==> src/rtl/multicycle_ctrl_pkg.sv <==
// rtl/multicycle_ctrl_pkg.sv - state codes, opcode/funct constants and datapath select codes
package multicycle_ctrl_pkg;

    typedef enum logic [3:0] {
        S_FETCH  = 4'd0,
        S_DECODE = 4'd1,
        S_EXEC   = 4'd2,
        S_ALUWB  = 4'd3,
        S_MEMADR = 4'd4,
        S_MEMRD  = 4'd5,
        S_MEMWB  = 4'd6,
        S_MEMWR  = 4'd7,
        S_BRANCH = 4'd8,
        S_JUMP   = 4'd9,
        S_TRAP   = 4'd10
    } state_t;

    typedef enum logic [2:0] {
        CLS_ALU    = 3'd0,
        CLS_MEM    = 3'd1,
        CLS_BRANCH = 3'd2,
        CLS_JUMP   = 3'd3,
        CLS_TRAP   = 3'd4
    } iclass_t;

    localparam logic [5:0] OP_R    = 6'b000000;
    localparam logic [5:0] OP_J    = 6'b000010;
    localparam logic [5:0] OP_JAL  = 6'b000011;
    localparam logic [5:0] OP_BEQ  = 6'b000100;
    localparam logic [5:0] OP_BNE  = 6'b000101;
    localparam logic [5:0] OP_ADDI = 6'b001000;
    localparam logic [5:0] OP_SLTI = 6'b001010;
    localparam logic [5:0] OP_LUI  = 6'b001111;
    localparam logic [5:0] OP_LB   = 6'b100000;
    localparam logic [5:0] OP_LH   = 6'b100001;
    localparam logic [5:0] OP_LW   = 6'b100011;
    localparam logic [5:0] OP_LBU  = 6'b100100;
    localparam logic [5:0] OP_LHU  = 6'b100101;
    localparam logic [5:0] OP_SB   = 6'b101000;
    localparam logic [5:0] OP_SH   = 6'b101001;
    localparam logic [5:0] OP_SW   = 6'b101011;

    localparam logic [5:0] F_ADD  = 6'b100000;
    localparam logic [5:0] F_SUB  = 6'b100010;
    localparam logic [5:0] F_AND  = 6'b100100;
    localparam logic [5:0] F_OR   = 6'b100101;
    localparam logic [5:0] F_SLT  = 6'b101010;
    localparam logic [5:0] F_SLL  = 6'b000000;
    localparam logic [5:0] F_SRL  = 6'b000010;
    localparam logic [5:0] F_SRA  = 6'b000011;
    localparam logic [5:0] F_JR   = 6'b001000;
    localparam logic [5:0] F_JALR = 6'b001001;

    localparam logic [3:0] ALU_NOP = 4'd0;
    localparam logic [3:0] ALU_ADD = 4'd1;
    localparam logic [3:0] ALU_SUB = 4'd2;
    localparam logic [3:0] ALU_AND = 4'd3;
    localparam logic [3:0] ALU_OR  = 4'd4;
    localparam logic [3:0] ALU_SLT = 4'd5;
    localparam logic [3:0] ALU_SLL = 4'd6;
    localparam logic [3:0] ALU_SRL = 4'd7;
    localparam logic [3:0] ALU_SRA = 4'd8;
    localparam logic [3:0] ALU_LUI = 4'd9;

    localparam logic [1:0] NPC_PLUS4  = 2'd0;
    localparam logic [1:0] NPC_BRANCH = 2'd1;
    localparam logic [1:0] NPC_JUMP   = 2'd2;
    localparam logic [1:0] NPC_JR     = 2'd3;

    localparam logic [1:0] MEM_W = 2'd0;
    localparam logic [1:0] MEM_H = 2'd1;
    localparam logic [1:0] MEM_B = 2'd2;

    localparam logic EXT_ZERO = 1'b0;
    localparam logic EXT_SIGN = 1'b1;

    localparam logic [1:0] REGDST_RT  = 2'd0;
    localparam logic [1:0] REGDST_RD  = 2'd1;
    localparam logic [1:0] REGDST_R31 = 2'd2;

    localparam logic [1:0] REGSRC_ALU = 2'd0;
    localparam logic [1:0] REGSRC_MEM = 2'd1;
    localparam logic [1:0] REGSRC_PC4 = 2'd2;

endpackage

==> src/rtl/multicycle_ctrl_inst_decode.sv <==
// rtl/multicycle_ctrl_inst_decode.sv - combinational opcode/funct decode into class and selects
module inst_decode
    import multicycle_ctrl_pkg::*;
(
    input  logic [5:0] i_opcode,
    input  logic [5:0] i_funct,
    output logic [2:0] o_cls,
    output logic       o_is_load,
    output logic       o_is_shift,
    output logic       o_is_itype,
    output logic [3:0] o_alu_op,
    output logic [1:0] o_mem_op,
    output logic       o_mem_ext,
    output logic [1:0] o_reg_dst,
    output logic       o_is_bne,
    output logic       o_is_jr,
    output logic       o_link,
    output logic       o_illegal_inst
);

    always_comb begin
        o_cls      = CLS_TRAP;
        o_is_load  = 1'b0;
        o_is_shift = 1'b0;
        o_is_itype = 1'b0;
        o_alu_op   = ALU_NOP;
        o_mem_op   = MEM_W;
        o_mem_ext  = EXT_ZERO;
        o_reg_dst  = REGDST_RT;
        o_is_bne   = 1'b0;
        o_is_jr    = 1'b0;
        o_link     = 1'b0;
        case (i_opcode)
            OP_R: begin
                o_reg_dst = REGDST_RD;
                case (i_funct)
                    F_ADD:  begin o_cls = CLS_ALU; o_alu_op = ALU_ADD; end
                    F_SUB:  begin o_cls = CLS_ALU; o_alu_op = ALU_SUB; end
                    F_AND:  begin o_cls = CLS_ALU; o_alu_op = ALU_AND; end
                    F_OR:   begin o_cls = CLS_ALU; o_alu_op = ALU_OR;  end
                    F_SLT:  begin o_cls = CLS_ALU; o_alu_op = ALU_SLT; end
                    F_SLL:  begin o_cls = CLS_ALU; o_alu_op = ALU_SLL; o_is_shift = 1'b1; end
                    F_SRL:  begin o_cls = CLS_ALU; o_alu_op = ALU_SRL; o_is_shift = 1'b1; end
                    F_SRA:  begin o_cls = CLS_ALU; o_alu_op = ALU_SRA; o_is_shift = 1'b1; end
                    F_JR:   begin o_cls = CLS_JUMP; o_is_jr = 1'b1; end
                    F_JALR: begin o_cls = CLS_JUMP; o_is_jr = 1'b1; o_link = 1'b1; end
                    default: o_reg_dst = REGDST_RT;
                endcase
            end
            OP_J:    o_cls = CLS_JUMP;
            OP_JAL:  begin o_cls = CLS_JUMP; o_link = 1'b1; o_reg_dst = REGDST_R31; end
            OP_BEQ:  o_cls = CLS_BRANCH;
            OP_BNE:  begin o_cls = CLS_BRANCH; o_is_bne = 1'b1; end
            OP_ADDI: begin o_cls = CLS_ALU; o_is_itype = 1'b1; o_alu_op = ALU_ADD; end
            OP_SLTI: begin o_cls = CLS_ALU; o_is_itype = 1'b1; o_alu_op = ALU_SLT; end
            OP_LUI:  begin o_cls = CLS_ALU; o_is_itype = 1'b1; o_alu_op = ALU_LUI; end
            OP_LB:   begin o_cls = CLS_MEM; o_is_load = 1'b1; o_mem_op = MEM_B; o_mem_ext = EXT_SIGN; end
            OP_LH:   begin o_cls = CLS_MEM; o_is_load = 1'b1; o_mem_op = MEM_H; o_mem_ext = EXT_SIGN; end
            OP_LW:   begin o_cls = CLS_MEM; o_is_load = 1'b1; o_mem_op = MEM_W; end
            OP_LBU:  begin o_cls = CLS_MEM; o_is_load = 1'b1; o_mem_op = MEM_B; end
            OP_LHU:  begin o_cls = CLS_MEM; o_is_load = 1'b1; o_mem_op = MEM_H; end
            OP_SB:   begin o_cls = CLS_MEM; o_mem_op = MEM_B; end
            OP_SH:   begin o_cls = CLS_MEM; o_mem_op = MEM_H; end
            OP_SW:   begin o_cls = CLS_MEM; o_mem_op = MEM_W; end
            default: o_cls = CLS_TRAP;
        endcase
    end

    assign o_illegal_inst = (o_cls == CLS_TRAP);

endmodule

==> src/rtl/multicycle_ctrl.sv <==
// rtl/multicycle_ctrl.sv - multi-cycle sequencer driving MIPS-subset datapath enables and selects
module multicycle_ctrl
    import multicycle_ctrl_pkg::*;
#(
    parameter int CNT_W = 32
) (
    input  logic             clk,
    input  logic             rst,
    input  logic [5:0]       opcode,
    input  logic [5:0]       funct,
    input  logic             Zero,
    input  logic             mem_ready,
    output logic             PCWr,
    output logic             IRWr,
    output logic             RegWrite,
    output logic             MemWrite,
    output logic [1:0]       RegDst,
    output logic [1:0]       RegSrc,
    output logic             ALUSrcA,
    output logic             ALUSrcB,
    output logic [3:0]       ALUOp,
    output logic [1:0]       MemOp,
    output logic             MemEXT,
    output logic [1:0]       NPCOp,
    output logic             illegal,
    output logic [3:0]       state,
    output logic [CNT_W-1:0] inst_cnt
);

    state_t           r_state;
    state_t           w_next;
    logic [CNT_W-1:0] r_cnt;

    logic [2:0] w_cls;
    logic       w_is_load, w_is_shift, w_is_itype, w_mem_ext;
    logic       w_is_bne, w_is_jr, w_link, w_illegal_inst;
    logic [3:0] w_alu_op;
    logic [1:0] w_mem_op, w_reg_dst;

    logic w_pcwr, w_irwr, w_regwrite, w_memwrite, w_illegal;

    inst_decode u_decode (
        .i_opcode       (opcode),
        .i_funct        (funct),
        .o_cls          (w_cls),
        .o_is_load      (w_is_load),
        .o_is_shift     (w_is_shift),
        .o_is_itype     (w_is_itype),
        .o_alu_op       (w_alu_op),
        .o_mem_op       (w_mem_op),
        .o_mem_ext      (w_mem_ext),
        .o_reg_dst      (w_reg_dst),
        .o_is_bne       (w_is_bne),
        .o_is_jr        (w_is_jr),
        .o_link         (w_link),
        .o_illegal_inst (w_illegal_inst)
    );

    always_ff @(posedge clk) begin
        if (rst) begin
            r_state <= S_FETCH;
            r_cnt   <= '0;
        end else begin
            r_state <= w_next;
            if (PCWr)
                r_cnt <= r_cnt + CNT_W'(1);
        end
    end

    always_comb begin
        w_next = r_state;
        case (r_state)
            S_FETCH:  if (mem_ready) w_next = S_DECODE;
            S_DECODE: begin
                case (w_cls)
                    CLS_ALU:    w_next = S_EXEC;
                    CLS_MEM:    w_next = S_MEMADR;
                    CLS_BRANCH: w_next = S_BRANCH;
                    CLS_JUMP:   w_next = S_JUMP;
                    default:    w_next = S_TRAP;
                endcase
            end
            S_EXEC:   w_next = S_ALUWB;
            S_MEMADR: w_next = w_is_load ? S_MEMRD : S_MEMWR;
            S_MEMRD:  if (mem_ready) w_next = S_MEMWB;
            S_MEMWR:  if (mem_ready) w_next = S_FETCH;
            default:  w_next = S_FETCH;
        endcase
    end

    always_comb begin
        w_pcwr     = 1'b0;
        w_irwr     = 1'b0;
        w_regwrite = 1'b0;
        w_memwrite = 1'b0;
        w_illegal  = 1'b0;
        RegDst     = REGDST_RT;
        RegSrc     = REGSRC_ALU;
        ALUSrcA    = 1'b0;
        ALUSrcB    = 1'b0;
        ALUOp      = ALU_NOP;
        MemOp      = MEM_W;
        MemEXT     = EXT_ZERO;
        NPCOp      = NPC_PLUS4;
        case (r_state)
            S_FETCH: w_irwr = mem_ready;
            S_EXEC: begin
                ALUSrcA = w_is_shift;
                ALUSrcB = w_is_itype;
                ALUOp   = w_alu_op;
            end
            S_ALUWB: begin
                ALUSrcA    = w_is_shift;
                ALUSrcB    = w_is_itype;
                ALUOp      = w_alu_op;
                w_regwrite = 1'b1;
                RegDst     = w_reg_dst;
                w_pcwr     = 1'b1;
            end
            S_MEMADR: begin
                ALUSrcB = 1'b1;
                ALUOp   = ALU_ADD;
            end
            S_MEMRD: begin
                ALUSrcB = 1'b1;
                ALUOp   = ALU_ADD;
                MemOp   = w_mem_op;
                MemEXT  = w_mem_ext;
            end
            // Load width/extension stay valid while the read data is written back.
            S_MEMWB: begin
                MemOp      = w_mem_op;
                MemEXT     = w_mem_ext;
                w_regwrite = 1'b1;
                RegSrc     = REGSRC_MEM;
                w_pcwr     = 1'b1;
            end
            S_MEMWR: begin
                ALUSrcB    = 1'b1;
                ALUOp      = ALU_ADD;
                MemOp      = w_mem_op;
                w_memwrite = mem_ready;
                w_pcwr     = mem_ready;
            end
            S_BRANCH: begin
                ALUOp  = ALU_SUB;
                w_pcwr = 1'b1;
                if (w_is_bne ^ Zero)
                    NPCOp = NPC_BRANCH;
            end
            S_JUMP: begin
                w_pcwr     = 1'b1;
                NPCOp      = w_is_jr ? NPC_JR : NPC_JUMP;
                w_regwrite = w_link;
                if (w_link) begin
                    RegDst = w_reg_dst;
                    RegSrc = REGSRC_PC4;
                end
            end
            S_TRAP: begin
                w_illegal = w_illegal_inst | 1'b1;
                w_pcwr    = 1'b1;
            end
            default: ;
        endcase
    end

    assign PCWr     = w_pcwr & ~rst;
    assign IRWr     = w_irwr & ~rst;
    assign RegWrite = w_regwrite & ~rst;
    assign MemWrite = w_memwrite & ~rst;
    assign illegal  = w_illegal & ~rst;
    assign state    = r_state;
    assign inst_cnt = r_cnt;

endmodule

==> config.mk <==
export PLATFORM = sky130hd
export DESIGN_NAME = multicycle_ctrl
export DESIGN_NICKNAME = d
export VERILOG_FILES = /design/src/rtl/multicycle_ctrl_pkg.sv /design/src/rtl/multicycle_ctrl_inst_decode.sv /design/src/rtl/multicycle_ctrl.sv
export SDC_FILE = /design/constraint.sdc
export NUM_CORES = 1
export LEC_CHECK = 0
export CAP_MARGIN = 20
export CORE_ASPECT_RATIO = 1.5
export CORE_MARGIN = 10
export CORE_UTILIZATION = 45
export DETAILED_ROUTE_END_ITERATION = 12
export MAX_ROUTING_LAYER = met4
export PLACE_DENSITY = 0.76
export SYNTH_ARGS = -nofsm -noshare
export SYNTH_HDL_FRONTEND = slang
export SYNTH_SLANG_ARGS = --single-unit
==> constraint.sdc <==
create_clock -name clk -period 3.3 [get_ports clk]
set_input_delay 0.66 -clock clk [delete_from_list [all_inputs] [get_ports clk]]
set_output_delay 0.66 -clock clk [all_outputs]
set_load 0.05 [all_outputs]
==> results.ini, run 1 <==
[clock_network]
cts_tree = done
cts_max_level = 2
cts_made_buffers = 5
ctsRootBufferMaster = clkbuf_8
hold_buffers = 0
clock-sinks = 36
clk_latency_ps = 280
cts_buffer_depth = 2
clk_pin_slew_ps = 70

[worst_setup_path]
crit_type = in -> out
crit_path_max_fanout = 2
cp-start-kind = input port
required_ps = 2640
end_kind = output port
arrival_ps = 2570
rrSetupSlack_ps = 670

[synthesis]
syn_area_per_cell_sq_um = 7.32
synth_fp_nets = 357
synth_top_area_share_pct = 29.0
seq_area_frac_synth_pct = 29.0
syn_inst = 340
netlist_area_sq_um = 2490
synthFlopType = dfxtp_1
yosys-top-cells-count = dfxtp_1, nor2_1, a21oi_1, nand2_1, clkbuf_1
ys_ff_latch = 36
synth.most_common_cell = dfxtp_1
ys_types = 56
synthArstFlopShare_pct = 0
synth-edff-count = 0
synthTopCellsByArea = dfxtp_1, a21oi_1, nor2_1, or4_1, xnor2_1
yosys_warnings = 0
synth.largest_area_cell = dfxtp_1

[global_route]
grt_first_pass_wirelength_um = 13200
grt_max_degree = 28
grt-ovfl-total = 0
antenna_found_initial = 0
grt.total_usage_pct = 17.9
grt_pass1_vias = 2818

[layout]
drive_above_1_share_pct = 16.6
diodes = 0
multi_input_area_sq_um = 1700
area_growth_pct = 49.2
fillCellCount = 434
final_cells = 485
nets = 432
fin_area_sq_um = 3710
post-route-util_pct = 68.6
regArea_sq_um = 721

[die]
dieHeight_um = 111
ios = 72
die_width_um = 80.7
die_area_sq_um = 8960
num_rows = 33
initial_core_util_pct = 46.0
core_area_sq_um = 5410

[placed_design]
gp_congestion = 0.974
portBuffers = 71
dp.cells = 475
hpwlAfterDp_um = 6220
dpl_cell_area_sq_um = 3550

[sta]
slew-limit-headroom_pct = 56.0
finalSetupTns_ps = 0
whs_ps = 497
finClkSkew_ps = 4.52
grt_setup_unrepaired = yes
tightest_slew_ps = 659
finalCritPeriodShare_pct = 97.9
fmax_ghz = 0.310
fin_crit_ps = 3230
finalSetupViolations = 0
final_hold_viol_count = 0
slew_violations = 0

[drt]
initialDrtViolationCount = 118
first_pass_iters = 4
vias = 2880
wl_per_cell_um = 16.3
vias_per_cell = 5.94
detail-route-antenna-nets = 0
drc = 0
routed_wl_um = 7880

[power]
p_leak_nw = 1.24
power_density_nw_per_um2 = 268
ir_worst_vdd_mv = 0.235

[run_status]
status = complete, no violations

[hold_path]
hp-class = reg -> reg

[run]
drv_cap = 0

layout by cell type (no fill, tap or decap), types with 3 or more instances in the layout:
cell,netlist,final
o211ai_1,3,3
nand3_1,11,10
nand2_1,25,25
nor4b_1,4,4
o21ai_1,7,7
xnor2_1,12,12
o31ai_1,10,9
inv_1,12,12
buf_12,0,18
clkbuf_8,0,7
nor3_1,8,7
nor4_1,11,9
nor2_1,34,32
o21ai_0,8,8
buf_4,0,23
nand3b_1,3,3
nand4_1,11,11
dlygate4sd2_1,0,3
and4_1,3,3
nor2b_1,3,3
or3_1,11,10
or4_1,14,12
xor2_1,6,6
nand2b_1,11,11
clkdlybuf4s50_1,0,48
dfxtp_1,36,36
a21oi_1,32,30
power breakdown:
part	switching (mW)	leakage (nW)	internal, mW
Sequential	0.0171	0.290	0.439
Combinational	0.119	0.902	0.0855
Clock	0.148	0.0503	0.186
Total	0.284	1.24	0.711
metal layers:
| metal | wire [um] | share of wire (%) | GRT usage (%) |
|---|---|---|---|
| met4 | 236 | 3.0 | 7.18 |
| met1 | 2960 | 37 | 17.9 |
| met2 | 4000 | 51 | 30.5 |
| met5 | 0 | 0 | - |
| met3 | 693 | 8.8 | 6.25 |
critical path, cell delays in order:
cell             delay [ps]
clkdlybuf4s50_1         410
or2_2                   340
nor3_4                  220
nand3_2                 100
or3_4                   440
o31ai_4                 220
buf_12                  170
registers in the layout (all words and copies together), names as in the netlist:
register	flops
inst_cnt	32
state	4
path summary, 6_finish.rpt:
check | startpoint | to | cells after the start
setup / recovery | opcode[0] | ALUOp[1] | 7
hold / removal | inst_cnt[20] | inst_cnt[20] | 2
setup reg to reg | state[1] | inst_cnt[22] | 6
hold reg to reg | inst_cnt[20] | inst_cnt[20] | 2
cell type report:
class	count	share of cell area (%)
inverter	13	1.31
sequential	36	19.4
clock buffer	7	2.60
timing repair buffer	94	28.6
tap	70	2.36
multi-input combinational	265	45.7
stage by stage:
stage | total power, mW | worst slack [ps]
CTS | 1.00 | 5.82
global route | 1.04 | -15.9
floorplan | 0.582 | -220
global placement | 0.663 | -277
finish | 0.995 | 70.1
detailed placement | 0.665 | -291
cells by family after synthesis:
family                   synth area share, %
AND/OR/NAND/NOR                         37.4
AO/OA/AOI/OAI                           19.6
buffers and inverters                   5.99
flip-flops                              29.0
XOR/XNOR                                6.34
multiplexers                            1.26
adder cells (fa/ha/maj)                0.503
repair_timing:
action                     CTS  global route
setup endpoints to repair    4             4
pin swaps                    4             1
resized for setup           13             2
buffers inserted             3             0
Power figures use the tool's default switching activity.
==> run 2: changes to the inputs <==
TNS_END_PERCENT = 50   (was not set)
==> run 2 against run 1 <==
  * Register-to-register slack gained 150 ps
  * Critical endpoint unchanged
  * Setup slack better by 22 ps
  * First-iteration DRC count is 49% higher
  * Largest power group unchanged
  * Critical path type unchanged
==> results.ini, run 2 (synthesis gave the netlist of run 1 again) <==
[worst_setup_path]
rrSetupSlack_ps = 820  ; +150 ps
reg2reg_to = inst_cnt[22]
crit_type = in -> out
arrival_ps = 2550  ; -20 ps
crit_chain = clkdlybuf4s50_1 -> or2_2 -> nor3_4 -> nand3_1 -> or3_4 -> o31ai_4 -> buf_12
required_ps = 2640  ; about the same
crit_path_max_fanout = 2  ; unchanged
timing.rr.start = state[1]
cp_slowest_stage_delay_ps = 430  ; about the same
slowest_stage = or3_4
path_buf_inv = 2  ; unchanged
cpLargestDelayFamily = simple AND/OR/NAND/NOR gates
cp-start-kind = input port
end_kind = output port
worstRegToRegCells = 6  ; unchanged

[die]
core_area_sq_um = 5410  ; unchanged
ios = 72  ; unchanged
dieHeight_um = 111  ; unchanged
num_rows = 33  ; unchanged
die_width_um = 80.7  ; unchanged
initial_core_util_pct = 46.0  ; unchanged
die_area_sq_um = 8960  ; unchanged

[layout]
largest_register_ffs = 32  ; unchanged
nets = 435  ; +0.69%
post-route-util_pct = 68.7  ; about the same
final_cells = 488  ; +0.62%
drive_above_1_share_pct = 16.5  ; -0.12 points
regArea_sq_um = 721  ; unchanged
multi_input_area_sq_um = 1680  ; -1.0%
layout_common_cells = clkdlybuf4s50_1, dfxtp_1, nor2_1, a21oi_1, buf_4
area_growth_pct = 49.3  ; about the same
diodes = 0  ; unchanged
fillCellCount = 470  ; +8.3%
mostFrequentLayoutCell = clkdlybuf4s50_1

[sta]
grt_setup_unrepaired = no
finalSetupViolations = 0  ; unchanged
fin_crit_ps = 3210  ; -22.3 ps
tightest_slew_ps = 613  ; -45.5 ps
final_hold_viol_count = 0  ; unchanged
finalCritPeriodShare_pct = 97.2  ; -0.67 points
fmax_ghz = 0.312  ; +0.69%
layout_setup_ws_ps = 92.3  ; +22.3 ps
slew_violations = 0  ; unchanged
slew-limit-headroom_pct = 58.5  ; +2.5 points
finClkSkew_ps = 5.97  ; +1.45 ps
finalSetupTns_ps = 0  ; unchanged

[global_route]
grt_max_degree = 23  ; -18%
antenna_found_initial = 0  ; unchanged
grt_pass1_vias = 2875  ; +2.0%
grt.total_usage_pct = 18.0  ; +0.059 points
grt_first_pass_wirelength_um = 13000  ; -1.2%
grt-ovfl-total = 0  ; unchanged

[hold_path]
hp-class = reg -> reg
min_delay_path_depth = 2  ; unchanged
min_to = inst_cnt[31]
worstHoldStart = inst_cnt[31]

[clock_network]
hold_buffers = 0  ; unchanged
clk_pin_slew_ps = 60  ; about the same
clock-sinks = 36  ; unchanged
cts_max_level = 2  ; unchanged
cts_tree = done
cts_buffer_depth = 2  ; unchanged
clk_latency_ps = 280  ; about the same
ctsRootBufferMaster = clkbuf_8
cts_made_buffers = 5  ; unchanged

[placed_design]
hpwlAfterDp_um = 6280  ; +0.87%
portBuffers = 71  ; unchanged
dp_worst_setup_slack_ps = -293  ; -1.54 ps
dp.cells = 478  ; +0.63%
gp_congestion = 1.01  ; +4.1%

[drt]
vias = 2833  ; -1.6%
initialDrtViolationCount = 176  ; +49%
vias_per_cell = 5.81  ; -2.2%
route.met3.wl_um = 632  ; -8.8%
drc = 0  ; unchanged
first_pass_iters = 4  ; unchanged
routed_wl_um = 7980  ; +1.2%
top_layer = met4
wl_per_cell_um = 16.3  ; +0.56%
detail-route-antenna-nets = 0  ; unchanged
wl_met2_um = 4070  ; +1.8%
met1_length_um = 3080  ; +4.3%

[power]
power_density_nw_per_um2 = 268  ; about the same
power_uw = 995  ; about the same
ir_worst_vdd_mv = 0.148  ; -37%
p_leak_nw = 1.25  ; +0.40%

[run_status]
status = complete, no violations

[run]
drv_cap = 0  ; unchanged

[run 2: cell count changes in the layout (fill, tap and decap cells not counted)]
cell / delta
nand3_2: -1
clkdlybuf4s50_1: +1
dlymetal6s2s_1: -1
nor4_2: -2
buf_4: +3
nand3_1: +1
nor4_1: +2
[run 2: worst max-delay path by stage]
stage | startpoint | end | slack, ps | cells past startpoint
2_1_floorplan | state[1] | RegDst[1] | -230 | 5
3_3_place_gp | opcode[3] | ALUOp[1] | -260 | 7
3_5_place_dp | opcode[3] | ALUOp[1] | -290 | 7
4_1_cts | opcode[0] | ALUOp[1] | 10 | 7
5_1_grt | funct[2] | RegWrite | 0.5 | 6
6_report | opcode[0] | ALUOp[1] | 90 | 7
[run 2: through the flow]
step                area (sq um)  hold WS [ps]
detailed placement          3560           485
global placement            3560           471
global route                3710           526
CTS                         3710           494
floorplan                   2510           704
finish                      3710           498
[run 2: area by class of cell]
cell class | instances | area share [%]
clock buffer | 7 | 2.59
inverter | 13 | 1.31
multi-input combinational | 265 | 45.2
sequential | 36 | 19.4
tap | 70 | 2.36
timing repair buffer | 97 | 29.1
[run 2: routing by layer]
layer	up-vias	track usage (%)
li1	1411	-
met1	1310	18.0
met2	94	31.3
met3	18	5.44
met4	0	6.60
met5	-	-
[run 2: repair_timing]
action,in CTS,in global routing
pin swaps,4,2
endpoints found under the hold margin,0,0
setup buffers,3,0
endpoints found under the setup margin,4,1
gates resized for setup,13,0
[run 2: report_power, final]
group | leakage, nW | internal (mW) | switching (mW) | total [mW]
registers | 0.290 | 0.439 | 0.0160 | 0.455
logic | 0.907 | 0.0873 | 0.119 | 0.206
clock network | 0.0503 | 0.186 | 0.148 | 0.334
total | 1.25 | 0.713 | 0.283 | 0.995
[run 2: tightest hold or removal path, cell delays in order (launching register included)]
cell and delay, ps:
dfxtp_1 330, o31ai_1 70, a21oi_1 60
